--- src/rtl/serial_adder.sv ---
// Digit-serial adder/subtractor: one DIGIT-bit full-adder slice plus a carry register,
// sequenced over WIDTH/DIGIT cycles behind valid/ready handshakes on both sides.
module serial_adder #(
    parameter int unsigned WIDTH = 8,
    parameter int unsigned DIGIT = 1
) (
    input  logic             clk,
    input  logic             rst,
    input  logic             in_valid,
    output logic             in_ready,
    input  logic [WIDTH-1:0] a,
    input  logic [WIDTH-1:0] b,
    input  logic             cin,
    input  logic             sub,
    output logic             out_valid,
    input  logic             out_ready,
    output logic [WIDTH-1:0] s,
    output logic             cout,
    output logic             ovf
);

    localparam int unsigned N  = WIDTH / DIGIT;
    localparam int unsigned CW = (N > 1) ? $clog2(N) : 1;

    typedef enum logic [1:0] {StIdle, StRun, StDone} state_e;

    state_e           state_q, state_d;
    logic [WIDTH-1:0] a_q, a_d;
    logic [WIDTH-1:0] b_q, b_d;
    logic [WIDTH-1:0] s_q, s_d;
    logic             sub_q, sub_d;
    logic             carry_q, carry_d;
    logic             cout_q, cout_d;
    logic             ovf_q, ovf_d;
    logic [CW-1:0]    cnt_q, cnt_d;

    logic [DIGIT-1:0] da, db, dsum;
    logic [DIGIT:0]   dc;
    logic             last;

    // Digit select with constant slices keeps the mux free of wide index arithmetic.
    always_comb begin
        da = '0;
        db = '0;
        for (int i = 0; i < int'(N); i++) begin
            if (cnt_q == CW'(i)) begin
                da = a_q[i*DIGIT +: DIGIT];
                db = b_q[i*DIGIT +: DIGIT];
            end
        end
    end

    // The single digit slice; dc[DIGIT-1] on the last digit is the carry into bit WIDTH-1.
    always_comb begin
        dc    = '0;
        dsum  = '0;
        dc[0] = carry_q;
        for (int j = 0; j < int'(DIGIT); j++) begin
            dsum[j]  = da[j] ^ db[j] ^ dc[j];
            dc[j+1]  = (da[j] & db[j]) | (dc[j] & (da[j] ^ db[j]));
        end
    end

    assign last      = (cnt_q == CW'(N - 1));
    assign in_ready  = (state_q == StIdle) && !rst;
    assign out_valid = (state_q == StDone);
    assign s         = s_q;
    assign cout      = cout_q;
    assign ovf       = ovf_q;

    always_comb begin
        state_d = state_q;
        a_d     = a_q;
        b_d     = b_q;
        s_d     = s_q;
        sub_d   = sub_q;
        carry_d = carry_q;
        cout_d  = cout_q;
        ovf_d   = ovf_q;
        cnt_d   = cnt_q;
        case (state_q)
            StIdle: begin
                if (in_valid) begin
                    // Subtract as a + ~b + ~cin so the same slice serves both operations.
                    a_d     = a;
                    b_d     = sub ? ~b : b;
                    carry_d = cin ^ sub;
                    sub_d   = sub;
                    cnt_d   = '0;
                    s_d     = '0;
                    cout_d  = 1'b0;
                    ovf_d   = 1'b0;
                    state_d = StRun;
                end
            end
            StRun: begin
                for (int i = 0; i < int'(N); i++) begin
                    if (cnt_q == CW'(i)) begin
                        s_d[i*DIGIT +: DIGIT] = dsum;
                    end
                end
                carry_d = dc[DIGIT];
                cnt_d   = cnt_q + CW'(1);
                if (last) begin
                    cout_d  = dc[DIGIT] ^ sub_q;
                    ovf_d   = dc[DIGIT] ^ dc[DIGIT-1];
                    state_d = StDone;
                end
            end
            StDone: begin
                if (out_ready) begin
                    state_d = StIdle;
                end
            end
            default: state_d = StIdle;
        endcase
    end

    always_ff @(posedge clk) begin
        if (rst) begin
            state_q <= StIdle;
            a_q     <= '0;
            b_q     <= '0;
            s_q     <= '0;
            sub_q   <= 1'b0;
            carry_q <= 1'b0;
            cout_q  <= 1'b0;
            ovf_q   <= 1'b0;
            cnt_q   <= '0;
        end else begin
            state_q <= state_d;
            a_q     <= a_d;
            b_q     <= b_d;
            s_q     <= s_d;
            sub_q   <= sub_d;
            carry_q <= carry_d;
            cout_q  <= cout_d;
            ovf_q   <= ovf_d;
            cnt_q   <= cnt_d;
        end
    end

endmodule

--- config.mk ---
export PLATFORM = sky130hd
export DESIGN_NAME = serial_adder
export DESIGN_NICKNAME = d
export VERILOG_FILES = /design/src/rtl/serial_adder.sv
export SDC_FILE = /design/constraint.sdc
export NUM_CORES = 1
export LEC_CHECK = 0
export ABC_AREA = 1
export CELL_PAD_IN_SITES_DETAIL_PLACEMENT = 1
export CELL_PAD_IN_SITES_GLOBAL_PLACEMENT = 2
export CORE_MARGIN = 2
export CORE_UTILIZATION = 28
export DETAILED_ROUTE_END_ITERATION = 10
export HOLD_SLACK_MARGIN = 0.06
export PLACE_DENSITY = 0.75
export SLEW_MARGIN = 30
export SYNTH_ARGS = -nofsm -noshare
export SYNTH_HDL_FRONTEND = slang
export SYNTH_SLANG_ARGS = --single-unit
export TNS_END_PERCENT = 1
--- constraint.sdc ---
create_clock -name clk -period 2.8 [get_ports clk]
set_clock_uncertainty 0.1 [all_clocks]
set_input_delay 0.7 -clock clk [delete_from_list [all_inputs] [get_ports clk]]
set_output_delay 0.7 -clock clk [all_outputs]
set_load 0.005 [all_outputs]
==> reports/qor.yml, run 1 <==
placed_design:
  dp_hpwl_um: 3300
  port_buffers: 33
  gp_congestion: 0.775
  dp_slack_ns: 0.176
layout:
  n_fill_cell: 724
  nets: 300
  drive_gt1_frac: 0.0772
  insertedDiodeCount: 0
  syn2layout_area_growth_pct: 29.4
critical_path:
  reg2reg_slack_ns: 0.25
  arrival_ns: 1.79
  path_common_cell: "clkdlybuf4s50_1"
  cp_max_fo: 2
  start_kind: "primary input"
  crit_path_start: "rst"
  required_ns: 2.00
  cpPeakStageDelay_ns: 0.53
  rr_startpoint: "cnt_q[0]"
  r2r-end: "s[6]"
  critical_path_class: "in -> out"
  ff2ff_path_depth: 17
  cp_slowest_cell: "clkdlybuf4s50_1"
  end_kind: "output pin"
  path_cells: "clkdlybuf4s50_1 > nor3_1 > clkdlybuf4s50_1"
outcome:
  status: "finished clean"
drt:
  routed-wl-met2_um: 2070
  first_pass_iters: 4
  via_per_inst: 4.58
  final_antenna_net_count: 0
  first_iter_violations: 41
  met1Wirelength_um: 2180
  wl_met3_um: 156
  wl_per_cell_um: 12.8
  vias: 1588
  top_layer: "met4"
  routed_wl_um: 4460
  drc_errors: 0
logic_synthesis:
  yosys.area.top_type: "dfxtp_1"
  synthXorXnorAreaFrac: 0.0468
  synth_top_family_by_area: "compound AO/OA/AOI/OAI gates"
  syn_inst: 237
  synth.distinct_cells: 23
  yosys.area_share.adder: 0.0565
  synth.most_common_cell: "nand2_1"
  yosys_most_used_dff: "dfxtp_1"
  ys_seq_area_frac: 0.392
  synth.top_cells.by_area: "dfxtp_1 39%, a21oi_1 9.2%, o21ai_0 8.9%, nand2_1 8.5%, inv_1 7.8%"
  postSynthAreaPerCell_um2: 7.11
  yosysTopAreaCellShare: 0.392
  ys_async_sr_fraction: 0
  synthMuxAreaShare: 0
  syn_nets: 266
  synth_enable_flop_cells: 0
  synth_compound_area_frac: 0.221
  ys_ff_latch: 33
  syn-cell-area_um2: 1680
  synthTopCellsByCount: "38 x nand2_1, 35 x inv_1, 33 x dfxtp_1"
  synth-simple-area-share: 0.167
  yosysWarningCount: 0
pwr:
  p_clk_frac: 0.322
  p_leak_nw: 0.911
  internal_power_uw: 776
  swShare: 0.286
  powerDensity_nw_per_um2: 499
  power_frac_seq: 0.480
  pwr-share-comb: 0.198
  switchingPower_uw: 311
  power_mw: 1.09
  peakVddDrop_mv: 0.190
floorplan:
  io_pins: 34
  rows: 28
  initial_core_util: 0.288
  core_um2: 5850
  die_y_um: 81.6
  die_width_um: 81.6
  die_area_um2: 6650
clocking:
  h-tree-depth: 2
  clock_sinks: 33
  cts-root-buf: "clkbuf_8"
  insertion_delay_ns: 0.29
  cts_setup_buffers: 0
  cts_hold_buf: 0
  clockBufferDepth: 2
  cts_resized: 0
  cts_buffers: 5
  cts_tree: "done"
  clk_pin_slew_worst_paths_ns: 0.07
timing:
  setup_ws_ns: 0.213
  worst_slew_pin_slew_ns: 0.583
  holdWs_ns: 0.351
  min_period_ns: 2.59
  period_share: 0.924
  setup_violations: 0
  slew_headroom: 0.611
  hold_viol_final: 0
  finalMaxSlewViolations: 0
  fmax_mhz: 387
hold_path:
  hold_class: "reg -> reg"
  min_to: "b_q[6]"
  min_from: "b_q[6]"
  holdPathStages: 2
global_routing:
  grt-ovfl-total: 0
  grt_pass1_vias: 1586
  grt.total_usage: 0.150
  antenna_found_initial: 0
  grt_max_degree: 29
  grt_pass1_wl_um: 7620
flow_run:
  max-cap-violations: 0
per-layer routing:
metal / vias to the layer above / global-route usage
met3: 7 / 0.0352
met1: 729 / 0.191
li1: 824 / -
met4: 0 / 0.0458
met2: 28 / 0.251
met5: - / 0
sequential cells by signal, indices dropped and copies added (netlist names):
name	count
a_q	8
sub_q	1
b_q	8
carry_q	1
cout	1
state_q	2
ovf	1
s	8
cnt_q	3
logic make-up (layout without fill, tap and decap cells):
group,after synthesis,after routing
AND/OR/NAND/NOR,71,71
buffers and inverters,47,82
XOR/XNOR,9,9
AO/OA/AOI/OAI,70,70
flip-flops,33,33
adder cells (fa/ha/maj),7,7
per-stage QoR:
stage               utilization  area (µm²)  std cells  setup TNS [ns]
CTS                       0.370        2170        347               0
detailed placement        0.356        2080        339               0
global placement          0.356        2080        339               0
floorplan                     -        1680        237               0
finish                    0.373        2180        347               0
global route              0.373        2180        347        -0.00501
worst max-delay path, delay by kind of cell:
family	cells	cell delay, ns
buffers and inverters	2	0.95
and+or+nand+nor	1	0.13
power by group through the flow:
stage / Sequential, mW / Clock [mW] / Combinational (mW)
floorplan: 0.529 / 0 / 0.127
global placement: 0.532 / 0 / 0.215
detailed placement: 0.532 / 0 / 0.218
CTS: 0.522 / 0.364 / 0.219
global route: 0.526 / 0.387 / 0.245
finish: 0.522 / 0.350 / 0.215
placed cells by master (no fill, tap or decap), types with 2 or more instances in the layout:
| master | Yosys | final |
|---|---|---|
| nand2_1 | 38 | 38 |
| inv_1 | 35 | 35 |
| clkdlybuf4s50_1 | 0 | 33 |
| a21oi_1 | 31 | 31 |
| dfxtp_1 | 33 | 31 |
| o21ai_0 | 30 | 30 |
| nor2_1 | 24 | 23 |
| xor2_1 | 7 | 7 |
| o211ai_1 | 6 | 6 |
| nand3_1 | 5 | 5 |
| clkbuf_8 | 0 | 5 |
| buf_4 | 4 | 5 |
| ha_1 | 6 | 3 |
| ha_2 | 0 | 3 |
| nand2_2 | 2 | 2 |
| xnor2_1 | 2 | 2 |
| clkinv_2 | 0 | 2 |
| dfxtp_2 | 0 | 2 |
final cells by class:
type | count | area [µm²] | share of cell area
Clock inverter | 2 | 10.0 | 0.00459
Tap cell | 75 | 93.8 | 0.0431
Timing Repair Buffer | 38 | 368 | 0.169
Multi-Input combinational cell | 157 | 837 | 0.384
Sequential cell | 33 | 663 | 0.304
Clock buffer | 6 | 72.6 | 0.0333
Inverter | 36 | 135 | 0.0620
worst max-delay path by stage:
stage                           to  slack, ns  cells after the start
after floorplan               s[0]       0.49                     14
after global placement    in_ready       0.20                      3
after detailed placement      s[0]       0.18                     15
after global routing          s[3]     -0.004                     17
final                     in_ready       0.21                      3
after CTS                     s[4]       0.15                     15
No activity file was read; power rests on OpenSTA's default activity.
==> run 2: changes to the inputs <==
- CTS_CLUSTER_SIZE: default -> 10
- SKIP_CTS_REPAIR_TIMING: default -> 1
==> results of run 2 <==
Same layout as run 1: the final DEF is identical, and so are final timing and power.
==> run 3: changes to the inputs <==
- CTS_CLUSTER_DIAMETER: default -> 60
==> results of run 3 <==
Same layout as run 1: the final DEF is identical, and so are final timing and power.
